**config.mk**
```make
export PLATFORM = sky130hd
export DESIGN_NAME = seq_restoring_divider
export DESIGN_NICKNAME = d
export VERILOG_FILES = /design/src/rtl/divider_pkg.sv /design/src/rtl/divider_step.sv /design/src/rtl/seq_restoring_divider.sv
export SDC_FILE = /design/constraint.sdc
export NUM_CORES = 1
export LEC_CHECK = 0
export CAP_MARGIN = 10
export CORE_MARGIN = 1.5
export CORE_UTILIZATION = 49
export CTS_CLUSTER_SIZE = 30
export DETAILED_ROUTE_END_ITERATION = 7
export GPL_TIMING_DRIVEN = 0
export PLACE_DENSITY = 0.77
export SLEW_MARGIN = 20
export SYNTH_ARGS = -nofsm -noshare
export SYNTH_HDL_FRONTEND = slang
export SYNTH_SLANG_ARGS = --single-unit
```
**constraint.sdc**
```tcl
create_clock -name clk -period 2 [get_ports clk]
set_clock_uncertainty 0.15 [all_clocks]
set_input_delay 0.6 -clock clk [delete_from_list [all_inputs] [get_ports clk]]
set_output_delay 0.6 -clock clk [all_outputs]
set_load 0.02 [all_outputs]
```
**src/rtl/divider_pkg.sv**
```systemverilog
// Shared types and constants for the sequential restoring divider.
package divider_pkg;

  typedef enum logic [1:0] {
    ST_IDLE = 2'd0,
    ST_RUN  = 2'd1,
    ST_DONE = 2'd2
  } state_e;

  // Default divisor width. The derived constants below follow it.
  localparam int DEF_WIDTH = 2;

  // The step counter must hold 2*WIDTH, the number of quotient bits.
  localparam int CNT_W = $clog2(2 * DEF_WIDTH + 1);

  // Quotient reported when the divisor is zero.
  localparam logic [2*DEF_WIDTH-1:0] QUOT_ALL_ONES = {(2 * DEF_WIDTH){1'b1}};

  // Counter width for an arbitrary divisor width.
  function automatic int cnt_width(input int width);
    return $clog2(2 * width + 1);
  endfunction

endpackage

```
**src/rtl/divider_step.sv**
```systemverilog
// One restoring-division step: shift {R,Q} left, trial-subtract the divisor,
// and keep the difference only when it is non-negative.
module divider_step #(
  parameter int WIDTH = 2
) (
  input  logic [3*WIDTH:0]   rq_i,
  input  logic [WIDTH-1:0]   divisor_i,
  output logic [3*WIDTH:0]   rq_o
);
  localparam int DW = 2 * WIDTH;

  logic [WIDTH:0]   r_in;
  logic [DW-1:0]    q_in;
  logic             r_hi;
  logic [WIDTH:0]   r_sh;
  logic [WIDTH:0]   trial;
  logic             nonneg;

  // Combinational shift / trial-subtract / restore.
  always_comb begin
    r_in   = rq_i[3*WIDTH:DW];
    q_in   = rq_i[DW-1:0];
    // Bit shifted out of R. It is zero whenever R < divisor on entry, but it
    // is folded into the compare so the step stays correct for any R.
    r_hi   = r_in[WIDTH];
    r_sh   = {r_in[WIDTH-1:0], q_in[DW-1]};
    nonneg = r_hi | (r_sh >= {1'b0, divisor_i});
    trial  = r_sh - {1'b0, divisor_i};
    rq_o   = {(nonneg ? trial : r_sh), q_in[DW-2:0], nonneg};
  end

endmodule

```
**src/rtl/seq_restoring_divider.sv**
```systemverilog
// Iterative unsigned restoring divider: 2*WIDTH-bit dividend by WIDTH-bit
// divisor, one quotient bit per clock, valid/ready handshake on both sides.
module seq_restoring_divider
  import divider_pkg::*;
#(
  parameter int WIDTH = 2
) (
  input  logic                 clk,
  input  logic                 rst,
  input  logic                 in_valid,
  output logic                 in_ready,
  input  logic [2*WIDTH-1:0]   dividend,
  input  logic [WIDTH-1:0]     divisor,
  output logic                 out_valid,
  input  logic                 out_ready,
  output logic [2*WIDTH-1:0]   quotient,
  output logic [WIDTH-1:0]     remainder,
  output logic                 div_by_zero
);
  localparam int DW = 2 * WIDTH;
  localparam int RW = WIDTH + 1;
  localparam int CW = cnt_width(WIDTH);

  state_e          state_q, state_d;
  logic [CW-1:0]   cnt_q, cnt_d;
  logic [RW-1:0]   r_q, r_d;
  logic [DW-1:0]   q_q, q_d;
  logic [WIDTH-1:0] div_q, div_d;
  logic            dbz_q, dbz_d;
  logic            ov_q, ov_d;
  logic [RW+DW-1:0] rq_nxt;

  divider_step #(.WIDTH(WIDTH)) u_step (
    .rq_i      ({r_q, q_q}),
    .divisor_i (div_q),
    .rq_o      (rq_nxt)
  );

  // Next-state logic for the FSM, step counter and result registers.
  always_comb begin
    state_d = state_q;
    cnt_d   = cnt_q;
    r_d     = r_q;
    q_d     = q_q;
    div_d   = div_q;
    dbz_d   = dbz_q;
    ov_d    = ov_q;
    case (state_q)
      ST_IDLE: begin
        if (in_valid) begin
          div_d = divisor;
          if (divisor != '0) begin
            state_d = ST_RUN;
            cnt_d   = CW'(DW);
            r_d     = '0;
            q_d     = dividend;
            dbz_d   = 1'b0;
          end else begin
            // No iteration needed: report the fixed divide-by-zero result.
            state_d = ST_DONE;
            q_d     = {DW{1'b1}};
            r_d     = {1'b0, dividend[WIDTH-1:0]};
            dbz_d   = 1'b1;
            ov_d    = 1'b1;
          end
        end
      end
      ST_RUN: begin
        {r_d, q_d} = rq_nxt;
        cnt_d      = cnt_q - CW'(1);
        if (cnt_q == CW'(1)) begin
          state_d = ST_DONE;
          ov_d    = 1'b1;
        end
      end
      ST_DONE: begin
        // Result is held untouched until the consumer takes it.
        if (out_ready) begin
          state_d = ST_IDLE;
          ov_d    = 1'b0;
        end
      end
      default: begin
        state_d = ST_IDLE;
        ov_d    = 1'b0;
      end
    endcase
  end

  // State and result registers with synchronous reset.
  always_ff @(posedge clk) begin
    if (rst) begin
      state_q <= ST_IDLE;
      cnt_q   <= '0;
      r_q     <= '0;
      q_q     <= '0;
      div_q   <= '0;
      dbz_q   <= 1'b0;
      ov_q    <= 1'b0;
    end else begin
      state_q <= state_d;
      cnt_q   <= cnt_d;
      r_q     <= r_d;
      q_q     <= q_d;
      div_q   <= div_d;
      dbz_q   <= dbz_d;
      ov_q    <= ov_d;
    end
  end

  assign in_ready    = (state_q == ST_IDLE);
  assign out_valid   = ov_q;
  assign quotient    = q_q;
  assign remainder   = r_q[WIDTH-1:0];
  assign div_by_zero = dbz_q;

endmodule
```
* After elaboration in Yosys (flattened, before gate mapping)
Cells that the tools add are included.
Cells by class: bitwise operators 1, muxes and demuxes 21, equal/unequal tests 8, add/subtract/negate cells 2, order comparisons 1, reductions and logical operators 8
Operators by type and width (number):
- 3-bit 2-to-1 mux | 4
- 3-bit case mux with 2 select lines | 2
- 2-bit 2-to-1 mux | 5
- 4-bit 2-to-1 mux | 2
- 2-bit inequality test (second input constant) | 4
- 4-bit case mux with 2 select lines | 1
- 2-bit case mux with 3 select lines | 1
- 3-bit AND reduction | 2
- 1-bit 2-to-1 mux | 5
- 2-bit AND reduction | 2
- 4-bit AND reduction | 1
- 2-bit nonzero test | 2
- 3-bit by 1-bit equality test with 1-bit output (second input constant) | 1
- 3-bit by 2-bit greater-or-equal comparator with 1-bit output | 1
- 1-bit case mux with 3 select lines | 1
- 3-bit by 1-bit subtractor with 3-bit output (second input constant) | 1
- 3-bit by 2-bit subtractor with 3-bit output | 1
- 2-bit by 1-bit equality test with 1-bit output (second input constant) | 1
- 2-bit equality test (second input constant) | 1
- 2-bit zero test | 1
- 2-bit by 1-bit inequality test with 1-bit output (second input constant) | 1
- 1-bit bitwise OR | 1
Storage, ports and cells: logic and storage cells 48, bits of input ports 10, bits in registers 16, output and inout bits 9

* Depth between registers and ports, before layout
Gate-level depths: netlist of the first run.
word-level depth 4, depth in mapped cells 6, gate-level depth less buffers 6

* By module
Synthesis of the first run repeated with hierarchy kept, for this count alone.
Unflattened totals: cells, all modules 102, area, all modules 960.9 µm²
By module, submodules not included:
- seq_restoring_divider | cells an instance 85, seq. area each 320.3 µm², area each 797.0 µm², times used 1
- divider_step | cells an instance 17, seq. area each 0.0 µm², area each 163.9 µm², times used 1

* Least setup slack after synthesis of the first run
No wires, ideal clock.
path kind register to register, from register q_q[3], in the netlist quotient[3], to register r_q[0], slack 198 ps, path buffers 0, required time 1764 ps, arrival time 1566 ps, setup time 86 ps, cell stages (with the launch flop) 7, clock period less this slack 1802 ps, path through dfxtp_1 > inv_1 > ha_1 > nor2b_1 > o21ai_2 > mux2_4 > a221oi_2
Between the ends: word-level cells in the longest chain between the ends 4, elaborated cells on any way between the ends 5, classes of those cells add/sub: 1; order compare: 1; mux: 2; bitwise: 1
RTL lines:
- start: declaration | RTL line seq_restoring_divider.sv:27 | logic [DW-1:0] q_q, q_d;
- start signal: assignment | RTL line seq_restoring_divider.sv:104 | q_q <= q_d;
- 3-bit by 2-bit greater-or-equal comparator with 1-bit output | RTL line divider_step.sv:27 | nonneg = r_hi | (r_sh >= {1'b0, divisor_i});
- 1-bit bitwise OR | RTL line divider_step.sv:27
- 3-bit 2-to-1 mux * | RTL line divider_step.sv:29 | rq_o = {(nonneg ? trial : r_sh), q_in[DW-2:0], nonneg};
- 3-bit case mux with 2 select lines * | RTL line seq_restoring_divider.sv:48 | case (state_q)
- end signal: assignment | RTL line seq_restoring_divider.sv:103 | r_q <= r_d;
- end: declaration | RTL line seq_restoring_divider.sv:26 | logic [RW-1:0] r_q, r_d;
Every way passes the cells marked *; elsewhere a longest branch is shown, timed or not. A chain may end at the register's enable or synchronous reset.

* Worst setup path after layout of the first run
from input port divisor[1], to register r_q[1]
Between the ends: word-level cells in the longest chain between the ends 4
RTL lines:
- start: declaration | RTL line seq_restoring_divider.sv:13 | input logic [WIDTH-1:0] divisor,
- 2-bit nonzero test | RTL line seq_restoring_divider.sv:52 | if (divisor != '0) begin
- 2-bit 2-to-1 mux | RTL line seq_restoring_divider.sv:52
- 3-bit 2-to-1 mux | RTL line seq_restoring_divider.sv:50 | if (in_valid) begin
- 3-bit case mux with 2 select lines | RTL line seq_restoring_divider.sv:48
No other way between the ends. The select of a mux whose other input is x is not followed.

==> metrics.md, run 1 <==
| Metric | Value |
|---|---|
| Final wirelength | `1960 um` |
| Fillcell total | `163` |
| Fmax | `0.510 GHz` |
| Area grow syn2layout | `25.7%` |
| Tcrit/Tclk final | `98.1%` |
| # IOs | `19` |
| # clock sinks | `16` |
| CTS tree | `yes` |
| Worst min-delay path class | `reg -> reg` |
| Clock share of power | `25.4%` |
| CP arrival | `2010 ps` |
| Post-DR vias/cell | `5.20` |
| Total track usage | `20.8%` |
| Slew headroom | `58.8%` |
| Worst skew pair latency | `290 ps` |
| CTS clock-pin slew for the worst setup and hold paths | `90 ps` |
| Port bufs | `17` |
| Synth Warn # | `0` |
| Drt drc | `0` |
| Yosys reg bits | `16` |
| HPWL after detailed placement | `1470 um` |
| Pin count of the biggest net entering global routing | `11` |
| Flop pwr share | `44.0%` |
| Post-Synthesis Cells | `107` |
| Slew @ Worst Pin | `614 ps` |
| Sw Ratio | `31.2%` |
| Clock Tree Buf Depth | `2` |
| Syn_area_per_cell | `8.52 um^2` |
| CP bufs+invs | `1` |
| Net switching power | `264 uW` |
| Cell Chain, Critical Path | `clkdlybuf4s50_1 -> nor2_1 -> a21boi_0 -> o21a_1 -> a311oi_1` |
| Total gr overflow | `0` |
| Synth unique cells | `37` |
| Crit path kind | `in -> reg` |
| Vias in the first global route | `698` |
| Rows | `15` |
| Hold Buf Count CTS | `0` |
| WL per Instance | `12.8 um` |
| Startpoint class of the critical path | `input pin` |
| Die Ht | `46.1 um` |
| Starting DRT DRC Count | `6` |
| Initial antenna violation count | `0` |
| Final setup violation count | `0` |
| Post-layout min period | `1960 ps` |
| Synthesized area | `912 um^2` |
| Final #Nets | `144` |
| Cell area after layout | `1150 um^2` |
| Drt pass-1 iters | `4` |
| Antenna cell count | `0` |
| Placed Area | `1110 um^2` |
| Final Hold Viols | `0` |
| Setup Fix Bufs, Post-CTS | `0` |
| Placed cells | `149` |
| Required @ worst endpoint | `2050 ps` |
| Core Area | `1750 um^2` |
| Gate power share | `30.5%` |
| Cell family with most CP delay | `compound AO/OA/AOI/OAI gates` |
| Max-Cap Viols | `0` |
| Final ANT Viol Nets | `0` |
| Via count | `796` |
| Seq/Total Area, Yosys | `35.1%` |
| Die X | `46.1 um` |
| Post-Syn Nets | `122` |
| Hold Worst Slack | `326 ps` |
| Status | `complete, no violations` |
| Total internal power | `582 uW` |
| LEAKAGE | `0.000508 uW` |
| CP max-delay cell | `clkdlybuf4s50_1` |
| Final Non-Filler Cells | `153` |
| Final number of max-transition violations | `0` |
| Ratio of cells with drive above 1 in the final layout | `13.3%` |
| First-pass GRT wire length | `3060 um` |
| H-tree depth | `1` |
| Crit path max fanout | `7` |
| Initial Utilization | `52.3%` |
| RSZ-0062 raised after global routing | `false` |
| Die ar. | `2130 um^2` |
| Worst setup EP type | `flop` |
| CTS Buf Count | `3` |
| Root buf cell | `clkbuf_4` |
| VDD IR-drop max | `403 uV` |
| CP max stage delay | `490 ps` |
| GP Congestion | `0.790` |
| Pwr per Cell Area | `738 nW/um^2` |
-- synth_stat cells --
cell,n,share of area [%]
dfxtp_1,16,35
a311oi_1,1,0.96
o31ai_1,1,0.82
o21ai_1,1,0.55
o211ai_1,1,0.82
nand3b_1,2,1.6
a21oi_1,8,4.4
nor2_1,12,4.9
mux2i_1,2,2.2
a211o_1,1,0.96
inv_1,7,2.9
xor2_1,2,1.9
ha_1,4,5.5
fa_1,1,2.2
a211oi_1,1,0.82
nand3_1,1,0.55
o2111ai_1,1,0.96
nand2_1,10,4.1
clkbuf_1,2,0.82
nand2b_1,1,0.69
o21ai_2,1,0.96
a32oi_1,1,0.96
and2b_2,1,0.96
nor3_1,2,1.1
nor3_4,1,1.8
buf_4,3,2.5
nor3b_4,1,2.1
a21o_1,4,3.3
a31oi_1,1,0.69
o21ai_0,6,3.3
buf_2,2,1.1
a21boi_0,1,0.82
nor2b_1,3,2.1
mux2_4,1,1.6
and2_0,1,0.69
a221oi_2,1,1.6
o21a_1,2,1.6
-- routing by layer --
metal / global-route usage, % / up-vias / share of wire, %
met5: 0 / - / 0
met4: 11.4 / 0 / 1.2
met3: 4.71 / 4 / 4.6
met2: 33.1 / 21 / 46
met1: 25.7 / 357 / 49
li1: - / 414 / -
-- state kept, by name (all words and copies together) (netlist names) --
signal	cells
div_q	2
r_q	3
div_by_zero	1
cnt_q	3
quotient	4
out_valid	1
state_q	2
-- path summary, 6_finish.rpt --
path	start	to	slack, ps	cells past startpoint
worst min register to register	quotient[2]	quotient[2]	330	2
worst max register to register	quotient[3]	r_q[0]	140	6
worst min-delay path	quotient[2]	quotient[2]	330	2
worst max-delay path	divisor[1]	r_q[1]	40	5
-- kinds of logic (layout without fill, tap and decap cells) --
logic type      after synthesis  in the layout  synth area share [%]
compound gates               32             32                  23.6
xor+xnor                      2              2                  1.92
fa+ha+maj                     5              5                  7.68
buf+inv                      14             35                  7.27
simple gates                 35             35                  20.6
flops                        16             16                  35.1
mux                           3              3                  3.84
-- cell usage in the layout (no fill, tap or decap), types with 3 or more instances in the layout --
cell type,Yosys,final
a21o_1,4,4
a21oi_1,8,8
buf_4,3,4
clkbuf_4,0,3
clkdlybuf4s50_1,0,8
dfxtp_1,16,15
dlygate4sd2_1,0,6
ha_1,4,4
inv_1,7,7
nand2_1,10,10
nor2_1,12,12
nor2b_1,3,3
o21ai_0,6,6
-- worst reg2reg max path: cells and delay by family, from the launching register on --
| family | cells | cell delay [ps] |
|---|---|---|
| DFF | 1 | 370 |
| AOI/OAI and AO/OA | 2 | 340 |
| and+or+nand+nor | 1 | 200 |
| muxes | 1 | 310 |
| buffers and inverters | 1 | 80 |
| adders and majority gates | 1 | 320 |
-- through the flow --
stage,util (%),power (uW),worst slack (ps),TNS (ps)
finish,65.7,846,38.5,0
detailed placement,63.8,648,-229,-1580
global route,65.7,903,3.03,0
global placement,63.8,638,-209,-1190
floorplan,-,559,198,0
CTS,65.4,853,9.55,0
-- power groups by stage --
stage	Clock [uW]	Combinational, uW	Sequential (uW)
after floorplan	0	170	388
after global placement	0	261	378
after detailed placement	0	268	380
after CTS	222	259	372
after global routing	242	284	376
final	215	258	373
-- layout make-up --
class,instances,area (um^2),area share (%)
buffer,7,42.5,3.71
inverter,7,26.3,2.29
clock buffer,4,36.3,3.17
multi-input combinational,77,526,45.9
sequential,16,322,28.1
tap,25,31.3,2.73
timing repair buffer,17,163,14.2
-- timing repair --
item,CTS,global route
hold endpoints to repair,0,0
endpoints found under the setup margin,7,2
resized for setup,12,2
(Power assumes the default switching activity.)
==> inputs of run 2 (changes only) <==
--- a/config.mk
+++ b/config.mk
@@ -5,13 +5,12 @@
 export SDC_FILE = /design/constraint.sdc
 export NUM_CORES = 1
 export LEC_CHECK = 0
-export CAP_MARGIN = 10
 export CORE_MARGIN = 1.5
 export CORE_UTILIZATION = 49
 export CTS_CLUSTER_SIZE = 30
 export DETAILED_ROUTE_END_ITERATION = 7
 export GPL_TIMING_DRIVEN = 0
-export PLACE_DENSITY = 0.77
+export PLACE_DENSITY = 0.74
 export SLEW_MARGIN = 20
 export SYNTH_ARGS = -nofsm -noshare
 export SYNTH_HDL_FRONTEND = slang
==> run 2 against run 1 <==
Die area stayed put. Via count is 1.0% higher. Register-to-register slack gained 30 ps. Largest cell class unchanged. Sequential share of layout area up 0.12 points. Clock power decreased by 21%. Non-clock buffer count unchanged.
==> metrics.md, run 2 (synthesis results as in run 1) <==
| Metric | Value |
|---|---|
| Status | `complete, no violations` |
| Worst min-delay path class | `reg -> reg` |
| CP arrival | `1190 ps (-820 ps)` |
| Max reg flops | `4 (unchanged)` |
| Hold Buf Count CTS | `0 (unchanged)` |
| # IOs | `19 (unchanged)` |
| Root buf cell | `clkbuf_4` |
| Commonest cells after routing, fill and taps aside | `dfxtp_1, nor2_1, nand2_1` |
| Crit path kind | `reg -> out` |
| Slew @ Worst Pin | `590 ps (-24.1 ps)` |
| Startpoint class of the critical path | `flop` |
| Worst skew pair latency | `290 ps (about the same)` |
| Final setup violation count | `0 (unchanged)` |
| CTS tree | `yes` |
| Vias in the first global route | `736 (+5.4%)` |
| Die Ht | `46.1 um (unchanged)` |
| # clock sinks | `16 (unchanged)` |
| Tcrit/Tclk final | `97.1% (-0.93 points)` |
| Core Area | `1750 um^2 (unchanged)` |
| CTS clock-pin slew for the worst setup and hold paths | `90 ps (about the same)` |
| Via count | `804 (+1.0%)` |
| Final ANT Viol Nets | `0 (unchanged)` |
| H-tree depth | `1 (unchanged)` |
| Final number of max-transition violations | `0 (unchanged)` |
| Final TNS setup | `0 ps (unchanged)` |
| CTS Buf Count | `3 (unchanged)` |
| Final #Nets | `144 (unchanged)` |
| Initial antenna violation count | `0 (unchanged)` |
| Port bufs | `17 (unchanged)` |
| GP Congestion | `0.782 (-1.0%)` |
| Crit path max fanout | `10 (+3)` |
| Drt drc | `0 (unchanged)` |
| CP max stage delay | `310 ps (-180 ps)` |
| Rows | `15 (unchanged)` |
| Required @ worst endpoint | `1250 ps (-800 ps)` |
| Commonest non-fill, non-tap cell in the layout | `dfxtp_1` |
| Fillcell total | `164 (+0.61%)` |
| Die X | `46.1 um (unchanged)` |
| Slew headroom | `60.4% (+1.6 points)` |
| Setup Fix Bufs, Post-CTS | `0 (unchanged)` |
| VDD IR-drop max | `431 uV (+6.9%)` |
| Ratio of cells with drive above 1 in the final layout | `13.4% (+0.10 points)` |
| Total gr overflow | `0 (unchanged)` |
| Final wirelength | `1930 um (-1.7%)` |
| Post-layout min period | `1940 ps (-18.6 ps)` |
| Drt pass-1 iters | `5 (+1)` |
| HPWL after detailed placement | `1470 um (+0.37%)` |
| WL per Instance | `12.7 um (-1.0%)` |
| Area grow syn2layout | `25.1%` |
| Pin count of the biggest net entering global routing | `11 (unchanged)` |
| Die ar. | `2130 um^2 (unchanged)` |
| Final Hold Viols | `0 (unchanged)` |
| LEAKAGE | `0.000513 uW (+1.1%)` |
| First-pass GRT wire length | `3270 um (+6.8%)` |
| Initial Utilization | `52.3% (unchanged)` |
| Max-Cap Viols | `0 (unchanged)` |
| Worst setup EP type | `output port` |
| CP max-delay cell | `dfxtp_1` |
| Final Non-Filler Cells | `152 (-0.65%)` |
| Cell Chain, Critical Path | `buf_4 -> clkbuf_4 -> nor2_1 -> buf_4` |
| Pwr per Cell Area | `702 nW/um^2 (-4.9%)` |
| Total track usage | `21.4% (+0.66 points)` |
| Placed cells | `149 (unchanged)` |
| Antenna cell count | `0 (unchanged)` |
| Fmax | `0.515 GHz (+0.96%)` |
| Clock Tree Buf Depth | `2 (unchanged)` |
| Most used cell, CP | `buf_4` |
| Post-DR vias/cell | `5.29 (+1.7%)` |
| Starting DRT DRC Count | `16 (+10)` |
## run 2: cell types whose count changed in the layout (fill, tap and decap cells not counted)
cell            previous run  this run
buf_2                      2         1
clkbuf_4                   3         4
clkbuf_8                   1         0
dlygate4sd2_1              6         5
dlymetal6s2s_1             2         3
nor2_1                    12        11
nor2_2                     0         1
## run 2: power by group
part | switching, uW | internal, uW | total (uW)
Clock | 98.5 | 70.0 | 169
Combinational | 137 | 124 | 261
Sequential | 22.7 | 350 | 372
Total | 258 | 543 | 801
## run 2: per-stage QoR
step           utilization [%]  total power, uW  setup WS [ps]  area (um^2)  hold WS, ps
2_1_floorplan                -              559            198          912          304
5_1_grt                   65.4              857         -0.218         1140          333
3_5_place_dp              63.8              647           -230         1110          309
4_1_cts                   64.5              802          0.667         1130          319
6_report                  65.4              801           57.0         1140          317
3_3_place_gp              63.8              640           -218         1110          305
## run 2: cell type report
class | instances | area [um^2] | area share [%]
Buffer | 7 | 42.5 | 3.73
Clock buffer | 3 | 22.5 | 1.97
Inverter | 7 | 26.3 | 2.30
Multi-Input combinational cell | 77 | 528 | 46.3
Sequential cell | 16 | 322 | 28.2
Tap cell | 25 | 31.3 | 2.74
Timing Repair Buffer | 17 | 169 | 14.8
## run 2: what timing repair did
item                       4_1_cts  5_1_grt
setup endpoints to repair        6        5
resized for setup               10        6
hold endpoints to repair         0        0
## run 2: worst max-delay path: cells and delay by family, from the launching register on
| family | cells | cell delay [ps] |
|---|---|---|
| flip-flops | 1 | 310 |
| AND/OR/NAND/NOR | 1 | 120 |
| buffers and inverters | 3 | 490 |
## run 2: path summary, 6_finish.rpt
kind	cells after the start	slack, ps	startpoint	end
worst max-delay path	4	60	state_q[0]	in_ready
worst min-delay path	2	320	quotient[2]	quotient[2]
worst max register to register	6	170	quotient[3]	r_q[0]
worst min register to register	2	320	quotient[2]	quotient[2]
## run 2: layer usage
metal	vias to the layer above	wire (um)	global-route usage, %
met5	-	0	0
met2	21	898	34.7
met1	365	905	27.9
met4	0	43	8.57
li1	409	-	-
met3	9	81	3.92
